--- config.mk ---
export PLATFORM = sky130hd
export DESIGN_NAME = pwm_pulse_generator
export DESIGN_NICKNAME = d
export VERILOG_FILES = /design/src/rtl/pwm_pkg.sv /design/src/rtl/pwm_tick_counter.sv /design/src/rtl/pwm_pulse_generator.sv
export SDC_FILE = /design/constraint.sdc
export NUM_CORES = 1
export LEC_CHECK = 0
export ABC_AREA = 1
export CAP_MARGIN = 10
export CORE_AREA = 2 2 39 41
export CTS_BUF_LIST = sky130_fd_sc_hd__clkbuf_16
export DETAILED_ROUTE_END_ITERATION = 10
export DIE_AREA = 0 0 41 43
export PLACE_DENSITY = 0.4
export SETUP_SLACK_MARGIN = 0.2
export SYNTH_ARGS = -nofsm -noshare
export SYNTH_HDL_FRONTEND = slang
export SYNTH_SLANG_ARGS = --single-unit
--- constraint.sdc ---
create_clock -name clk -period 1.6 [get_ports clk]
set_input_delay 0.32 -clock clk [delete_from_list [all_inputs] [get_ports clk]]
set_output_delay 0.32 -clock clk [all_outputs]
set_load 0.05 [all_outputs]
--- src/rtl/pwm_pkg.sv ---
// pwm_pkg: shared types and helpers for the prescaled pulse generator.
//   pwm_count_t    - count type wide enough for the largest PRESCALER (2^16)
//   pwm_cnt_w()    - counter width for a given prescaler, max(1, $clog2(p))
//   pwm_params_ok()- legality check used at elaboration time
package pwm_pkg;

  typedef logic [16:0] pwm_count_t;

  localparam int PWM_PRESCALER_MAX = 65536;

  function automatic int pwm_cnt_w(input int p);
    int w;
    w = $clog2(p);
    return (w < 1) ? 1 : w;
  endfunction

  function automatic bit pwm_params_ok(input int prescaler, input int pulse_width,
                                       input int offset);
    return (prescaler >= 1) && (prescaler <= PWM_PRESCALER_MAX) &&
           (pulse_width >= 0) && (pulse_width <= prescaler) &&
           (offset >= 0) && (offset < prescaler);
  endfunction

endpackage

--- src/rtl/pwm_tick_counter.sv ---
// pwm_tick_counter: modulo-PRESCALER counter advanced by ena.
// Optional feature macro: PWM_GEN_SYNC_CLR_EN adds a synchronous clear input.
// Ports:
//   clk   in   system clock, rising edge
//   rst   in   asynchronous active-low reset (cnt <= 0)
//   ena   in   advance enable
//   clr   in   synchronous clear, priority over ena (only with PWM_GEN_SYNC_CLR_EN)
//   cnt   out  current count, 0..PRESCALER-1
module pwm_tick_counter
  import pwm_pkg::*;
#(
  parameter int PRESCALER = 5,
  parameter int CNT_W     = 3
) (
  input  logic             clk,
  input  logic             rst,
  input  logic             ena,
`ifdef PWM_GEN_SYNC_CLR_EN
  input  logic             clr,
`endif
  output logic [CNT_W-1:0] cnt
);

  // Terminal value computed in the full-size type, then narrowed; PRESCALER-1
  // always fits in CNT_W bits.
  localparam pwm_count_t       LAST_FULL = pwm_count_t'(PRESCALER - 1);
  localparam logic [CNT_W-1:0] LAST      = LAST_FULL[CNT_W-1:0];

  logic clr_int;

`ifdef PWM_GEN_SYNC_CLR_EN
  assign clr_int = clr;
`else
  assign clr_int = 1'b0;
`endif

  always_ff @(posedge clk or negedge rst) begin
    if (!rst) begin
      cnt <= '0;
    end else if (clr_int) begin
      cnt <= '0;
    end else if (ena) begin
      cnt <= (cnt == LAST) ? '0 : cnt + 1'b1;
    end
  end

endmodule

--- src/rtl/pwm_pulse_generator.sv ---
// pwm_pulse_generator: enable-driven prescaled pulse generator. Counts ena ticks
// modulo PRESCALER and drives a registered pulse for PULSE_WIDTH ticks of each
// period, starting at tick OFFSET (window may wrap past PRESCALER-1).
// Instances cascade by feeding pulse_out into the next stage's ena.
// Optional feature macro: PWM_GEN_SYNC_CLR_EN adds input clr (sync clear).
// Ports:
//   clk        in   system clock, rising edge
//   rst        in   asynchronous active-low reset
//   ena        in   tick enable
//   clr        in   synchronous clear, priority over ena (only with PWM_GEN_SYNC_CLR_EN)
//   pulse_out  out  registered pulse/strobe
// Timing contract: ena is sampled at each rising edge; pulse_out after that edge
// reflects whether the sampled tick was in-window (1 cycle latency) and is 0
// after any edge where ena was 0. There is no back-pressure.
module pwm_pulse_generator
  import pwm_pkg::*;
#(
  parameter int PRESCALER   = 5,
  parameter int PULSE_WIDTH = 1,
  parameter int OFFSET      = 0
) (
  input  logic clk,
  input  logic rst,
  input  logic ena,
`ifdef PWM_GEN_SYNC_CLR_EN
  input  logic clr,
`endif
  output logic pulse_out
);

  localparam int CNT_W = pwm_cnt_w(PRESCALER);

  if (!pwm_params_ok(PRESCALER, PULSE_WIDTH, OFFSET)) begin : g_param_error
    $error("pwm_pulse_generator: illegal PRESCALER=%0d PULSE_WIDTH=%0d OFFSET=%0d",
           PRESCALER, PULSE_WIDTH, OFFSET);
  end

  // One extra bit so cnt + PRESCALER - OFFSET never overflows and PULSE_WIDTH
  // equal to 2^CNT_W is representable.
  localparam logic [CNT_W:0] P_EXT   = (CNT_W+1)'(PRESCALER);
  localparam logic [CNT_W:0] PW_EXT  = (CNT_W+1)'(PULSE_WIDTH);
  localparam logic [CNT_W:0] OFF_EXT = (CNT_W+1)'(OFFSET);

  logic [CNT_W-1:0] cnt;
  logic [CNT_W:0]   sum;
  logic [CNT_W:0]   rel;
  logic             in_win;
  logic             clr_int;

  pwm_tick_counter #(
    .PRESCALER (PRESCALER),
    .CNT_W     (CNT_W)
  ) u_counter (
    .clk (clk),
    .rst (rst),
    .ena (ena),
`ifdef PWM_GEN_SYNC_CLR_EN
    .clr (clr),
`endif
    .cnt (cnt)
  );

`ifdef PWM_GEN_SYNC_CLR_EN
  assign clr_int = clr;
`else
  assign clr_int = 1'b0;
`endif

  // rel = (cnt - OFFSET) mod PRESCALER; sum lies in 1..2*PRESCALER-1, so a
  // single conditional subtract completes the modulo.
  always_comb begin
    sum    = {1'b0, cnt} + P_EXT - OFF_EXT;
    rel    = (sum >= P_EXT) ? (sum - P_EXT) : sum;
    in_win = (rel < PW_EXT);
  end

  always_ff @(posedge clk or negedge rst) begin
    if (!rst) begin
      pulse_out <= 1'b0;
    end else if (clr_int) begin
      pulse_out <= 1'b0;
    end else if (ena) begin
      pulse_out <= in_win;
    end else begin
      pulse_out <= 1'b0;
    end
  end

endmodule

==> results of run 1 <==
## through the flow
step           instance area (um2)  total power, uW  worst slack [ps]  hold WS, ps
6_report                     339.1            782.1             519.5        301.0
5_1_grt                      339.1            844.0             412.3        321.2
4_1_cts                      339.1            794.9             504.5        306.3
3_5_place_dp                 264.0            398.6             371.3        541.5
3_3_place_gp                 264.0            400.9             370.5        543.8
2_1_floorplan                216.5            342.9             584.7        24.41
## logic make-up (layout without fill, tap and decap cells)
logic type,Yosys count,count (layout),share of synthesized area (%)
compound gates,3,3,6.934
fa+ha+maj,2,2,11.56
buf+inv,4,10,6.934
flops,4,4,46.24
simple gates,15,15,28.33
## flip-flops by register name (all words and copies together) (netlist names)
register	cells
u_counter.cnt	3
pulse_out	1
## how the worst min path moves through the flow
| stage | to | slack (ps) | start | cells after the start |
|---|---|---|---|---|
| 3_3_place_gp | u_counter.cnt[2]$_DFFE_PN0P_ | 540 | rst | 1 |
| 2_1_floorplan | pulse_out$_DFF_PN0_ | 20 | rst | 0 |
| 3_5_place_dp | u_counter.cnt[2]$_DFFE_PN0P_ | 540 | rst | 1 |
| 6_report | u_counter.cnt[2]$_DFFE_PN0P_ | 300 | rst | 1 |
| 4_1_cts | u_counter.cnt[2]$_DFFE_PN0P_ | 310 | rst | 1 |
| 5_1_grt | u_counter.cnt[2]$_DFFE_PN0P_ | 320 | rst | 1 |
## worst reg2reg max path, cell delays in order (launching register included)
cell and delay, ps:
dfrtp_1 370, inv_1 90, ha_1 310, nor2_1 90, nand2_1 70, nor2_2 100
## synth_stat cells
cell type and number:
dfrtp_1 4, ha_1 2, inv_1 4, nand2_1 10, nand3_1 2, nor2_1 2
nor2_2 1, o21ai_1 3
## final cells by class
type                    instances  area (um2)  area share (%)
flip-flops and latches          4       100.1           29.52
multi-input cells              20       101.3           29.89
repair buffers                  3       27.53           8.118
clock buffers                   3       75.07           22.14
well taps                      16       20.02           5.904
inverters                       4       15.01           4.428
## layer usage
metal / global-route usage (%) / part of all wire (%) / wire length (um) / vias to the layer above
li1: - / - / - / 101
met1: 7.492 / 39 / 167 / 78
met2: 8.438 / 47 / 203 / 7
met3: 7.853 / 8.6 / 37 / 2
met4: 6.000 / 4.7 / 20 / 0
met5: 0 / 0 / 0 / -
## power by group through the flow
stage / sequential, uW / combinational (uW) / clock, uW
after floorplan: 204 / 139 / 0
after global placement: 176 / 224 / 0
after detailed placement: 178 / 221 / 0
after CTS: 177 / 223 / 395
after global routing: 183 / 256 / 405
final: 177 / 219 / 387
## placed cells by master (no fill, tap or decap)
cell type and count:
nor2_2 1, o21ai_1 3, ha_1 2, clkdlybuf4s50_1 2
nand2_1 10, clkbuf_16 3, nand3_1 2, dfrtp_1 4
inv_1 4, buf_4 1, nor2_1 2
==> impl_metrics.tcl, run 1 <==
set metrics [dict create \
    status "finished clean" \
    finalNetCount 41 \
    powerDensity_nw_per_um2 2307 \
    grt_max_degree 8 \
    power.share.switching_pct 30.27 \
    avgSynthCellArea_um2 7.731 \
    vias 188 \
    synth_area_um2 216.5 \
    grt_pass1_vias 171 \
    cts_tree "built" \
    worstReg2RegStart "u_counter.cnt[0]$_DFFE_PN0P_" \
    fin_crit_ps 1080 \
    pin_count 4 \
    path_class "reg -> reg" \
    antenna_found_initial 0 \
    setup_violations 0 \
    fmax_mhz 925.5 \
    min_path_type "in -> async" \
    fill_cells 151 \
    grt_use_total_pct 7.460 \
    wl_per_cell_um 8.580 \
    cp-end-kind "register" \
    yosys-top-cells-area "dfrtp_1 46%, nand2_1 17%, ha_1 12%" \
    regToRegSetupSlack_ps 520 \
    syn_inst 28 \
    cp.required_ps 1760 \
    grt_pass1_wl_um 745 \
    relSlewSlack_pct 85.85 \
    die_w_um 41 \
    htree_levels 1 \
    p_leak_uw 0.0001667 \
    rsz0062_at_grt "no" \
    ctsResizeCount 0 \
    pwr-share-clk_pct 49.5 \
    firstDrtPassIters 4 \
    wl_um 429 \
    ir_worst_vdd_v 0.0007709 \
    ff2ff_path_depth 5 \
    rows 14 \
    ys_seq_elements 4 \
    fin_crit_sh_pct 67.53 \
    worstSkewPairLatency_ps 220 \
    synthDistinctLibCells 8 \
    core-area_um2 1384 \
    worstMarginPinSlew_ps 211.6 \
    area_delta_synth_final_pct 56.65 \
    path_cells "inv_1, ha_1, nor2_1, nand2_1, nor2_2" \
    drv_cap 0 \
    die_h_um 43 \
    fin_skew_ps 2.048 \
    slowest_stage "dfrtp_1" \
    r2r_end "pulse_out$_DFF_PN0_" \
    cts_buffer_depth 2 \
    cts_sinks 4 \
    gr-total-overflow 0 \
    drive_gt1_share_pct 14.71 \
    clockRootBuffer "clkbuf_16" \
    endpoint "pulse_out$_DFF_PN0_" \
    p_seq_share_pct 22.6 \
    post-route-util_pct 24.50 \
    start_util_pct 15.64 \
    path_clk_slew_ps 30 \
    crit_path_max_incr_delay_ps 370 \
    internal_power_uw 545.4 \
    cp-startpoint "u_counter.cnt[0]$_DFFE_PN0P_" \
    critical_path_buf_inv_count 1 \
    cts_buffers 3 \
    power.switching_uw 236.8 \
    dieArea_um2 1763 \
    cts_setup_buffers 0 \
    setup_tns_ps 0 \
    yosys_warnings 0 \
    crit_arrival_ps 1240 \
    synth_nets 33 \
    synth_top_area_cell "dfrtp_1" \
    crit_family "flip-flops" \
    drt_iter0_markers 7 \
    yosysSeqAreaShare_pct 46.24 \
    route.detailed.drc 0 \
    hold_buffers 0 \
    critical_path_depth 5 \
    hold_viol_final 0 \
    num_antenna_cells 0 \
    viasPerCell 3.760 \
    crit_fanout 4 \
    place_congestion 0.6553 \
    io_buffers 3 \
    slew_viol_final 0 \
    cp-start-kind "register" \
    synth_top_area_share_pct 46.24 \
    placedCellCount 47 \
    ant_nets 0 \
    layoutNonFillerInstCount 50 \
    pwr-share-comb_pct 28.0 \
]
(Power assumes the default switching activity.)
==> run 2: changes to the inputs <==
- clock period: 1.6 -> 1.1 ns (I/O delays scaled with it)
==> run 2 against run 1 <==
- sequential power up 66%
- routed wire length up 17%
- die area unchanged
- critical path type unchanged
- highest routed layer unchanged
- power up 74%
- final area up 21%
==> impl_metrics.tcl, run 2 (same netlist as run 1, synthesis figures left out) <==
set metrics [dict create \
    drt_iter0_markers 2 \
    core-area_um2 1384 \
    cp-end-kind "register" \
    internal_power_uw 929.4 \
    postPlaceCellArea_um2 304.0 \
    hold_viol_final 0 \
    die_w_um 41 \
    grt_use_total_pct 7.143 \
    worstReg2RegStart "u_counter.cnt[0]$_DFFE_PN0P_" \
    setup_violations 0 \
    grt_pass1_vias 201 \
    post-route-util_pct 29.75 \
    worstSkewPairLatency_ps 230 \
    dieArea_um2 1763 \
    critical_path_buf_inv_count 1 \
    vias 208 \
    grt_pass1_wl_um 738 \
    slowest_stage "dfrtp_1" \
    path_class "reg -> reg" \
    relSlewSlack_pct 86.75 \
    power.share.switching_pct 31.53 \
    grt_max_degree 7 \
    die_h_um 43 \
    num_antenna_cells 0 \
    reg_top3 "u_counter.cnt (3), pulse_out (1)" \
    final_common_cell "nand2_1" \
    r2r_end "pulse_out$_DFF_PN0_" \
    clockRootBuffer "clkbuf_16" \
    critical_path_depth 5 \
    cts_tree "built" \
    final_area_um2 411.6 \
    fin_skew_ps 2.722 \
    top_register "u_counter.cnt" \
    cp-start-kind "register" \
    cp.required_ps 1260 \
    area_delta_synth_final_pct 90.17 \
    rsz0062_at_grt "yes" \
    multiInputGateArea_um2 131.4 \
    ff_latch_area_um2 100.1 \
    fin_crit_ps 1030 \
    cts_buffers 3 \
    ff2ff_path_depth 5 \
    ant_nets 0 \
    pin_count 4 \
    drive_gt1_share_pct 42.11 \
    cts_buffer_depth 2 \
    route.detailed.drc 0 \
    pwr-share-clk_pct 41.6 \
    slew_viol_final 0 \
    fill_cells 145 \
    firstDrtPassIters 2 \
    rows 14 \
    crit_family "flip-flops" \
    ir_worst_vdd_v 0.001409 \
    cts_sinks 4 \
    path_clk_slew_ps 30 \
    finalNetCount 45 \
    hold_buffers 0 \
    path_cells "inv_2, ha_4, nor2_2, nand2_1, nor2_2" \
    wl_um 504 \
    largest_register_ffs 3 \
    antenna_found_initial 0 \
    power.switching_uw 428.0 \
    fmax_mhz 971.1 \
    cp-startpoint "u_counter.cnt[0]$_DFFE_PN0P_" \
    status "finished clean" \
    gr-total-overflow 0 \
    regToRegSetupSlack_ps 70 \
    final_cell_mix "10 x nand2_1, 4 x buf_4, 4 x dfrtp_1" \
    powerDensity_nw_per_um2 3298 \
    crit_fanout 3 \
    pwr-share-comb_pct 36.8 \
    endpoint "pulse_out$_DFF_PN0_" \
    place_congestion 0.6381 \
    min_path_type "in -> async" \
    crit_arrival_ps 1190 \
    crit_top_cell "nor2_2" \
    drv_cap 0 \
    viasPerCell 3.852 \
    p_seq_share_pct 21.6 \
    io_buffers 3 \
    fin_crit_sh_pct 93.61 \
    crit_path_max_incr_delay_ps 420 \
    worstMarginPinSlew_ps 198.1 \
    p_leak_uw 0.0001876 \
    htree_levels 1 \
    start_util_pct 15.64 \
    wl_per_cell_um 9.333 \
    dp_hpwl_um 391.5 \
]
-- run 2: cell count changes in the layout (fill, tap and decap cells not counted) --
| cell | before | now |
|---|---|---|
| buf_4 | 1 | 4 |
| buf_12 | 0 | 1 |
| ha_1 | 2 | 0 |
| inv_2 | 0 | 3 |
| ha_4 | 0 | 2 |
| inv_1 | 4 | 1 |
| nor2_2 | 1 | 3 |
| nor2_1 | 2 | 0 |
-- run 2: area by class of cell --
type                    count  share of cell area, %
multi-input cells          20                  31.91
clock buffers               3                  18.24
inverters                   4                  3.647
flip-flops and latches      4                  24.32
well taps                  16                  4.863
repair buffers              7                  17.02
-- run 2: stage by stage --
stage          TNS [ps]  hold WS [ps]  cells  setup WS [ps]  total power (uW)
2_1_floorplan         0        -75.59     28          137.0             536.1
3_3_place_gp     -14.00         432.4     49         -4.969             691.3
3_5_place_dp     -75.60         444.5     49         -28.91             701.6
4_1_cts               0         206.3     54          86.74              1335
5_1_grt               0         223.8     54          12.33              1442
6_report              0         200.1     54          70.28              1357
-- run 2: worst min path at each step --
stage | from | end | slack [ps] | cells after the start
floorplan | rst | pulse_out$_DFF_PN0_ | -80 | 0
global placement | rst | u_counter.cnt[2]$_DFFE_PN0P_ | 430 | 1
detailed placement | rst | u_counter.cnt[2]$_DFFE_PN0P_ | 440 | 1
CTS | rst | u_counter.cnt[2]$_DFFE_PN0P_ | 210 | 1
global route | rst | u_counter.cnt[2]$_DFFE_PN0P_ | 220 | 1
finish | rst | u_counter.cnt[2]$_DFFE_PN0P_ | 200 | 1
-- run 2: power groups by stage --
stage | registers, uW | logic, uW | clock network (uW)
after global routing | 301 | 558 | 583
after CTS | 275 | 481 | 579
after detailed placement | 272 | 430 | 0
after global placement | 270 | 422 | 0
final | 293 | 499 | 565
after floorplan | 298 | 238 | 0
-- run 2: per-layer routing --
metal	GRT usage, %	share of wire, %
met3	4.712	5.0
met1	7.443	42
met4	6.000	3.8
met2	9.375	49
met5	0	0
-- run 2: what timing repair did --
action,4_1_cts,5_1_grt
resized for setup,4,2
pin swaps,2,0
hold endpoints to repair,0,0
setup endpoints to repair,5,5
buffers inserted,2,0
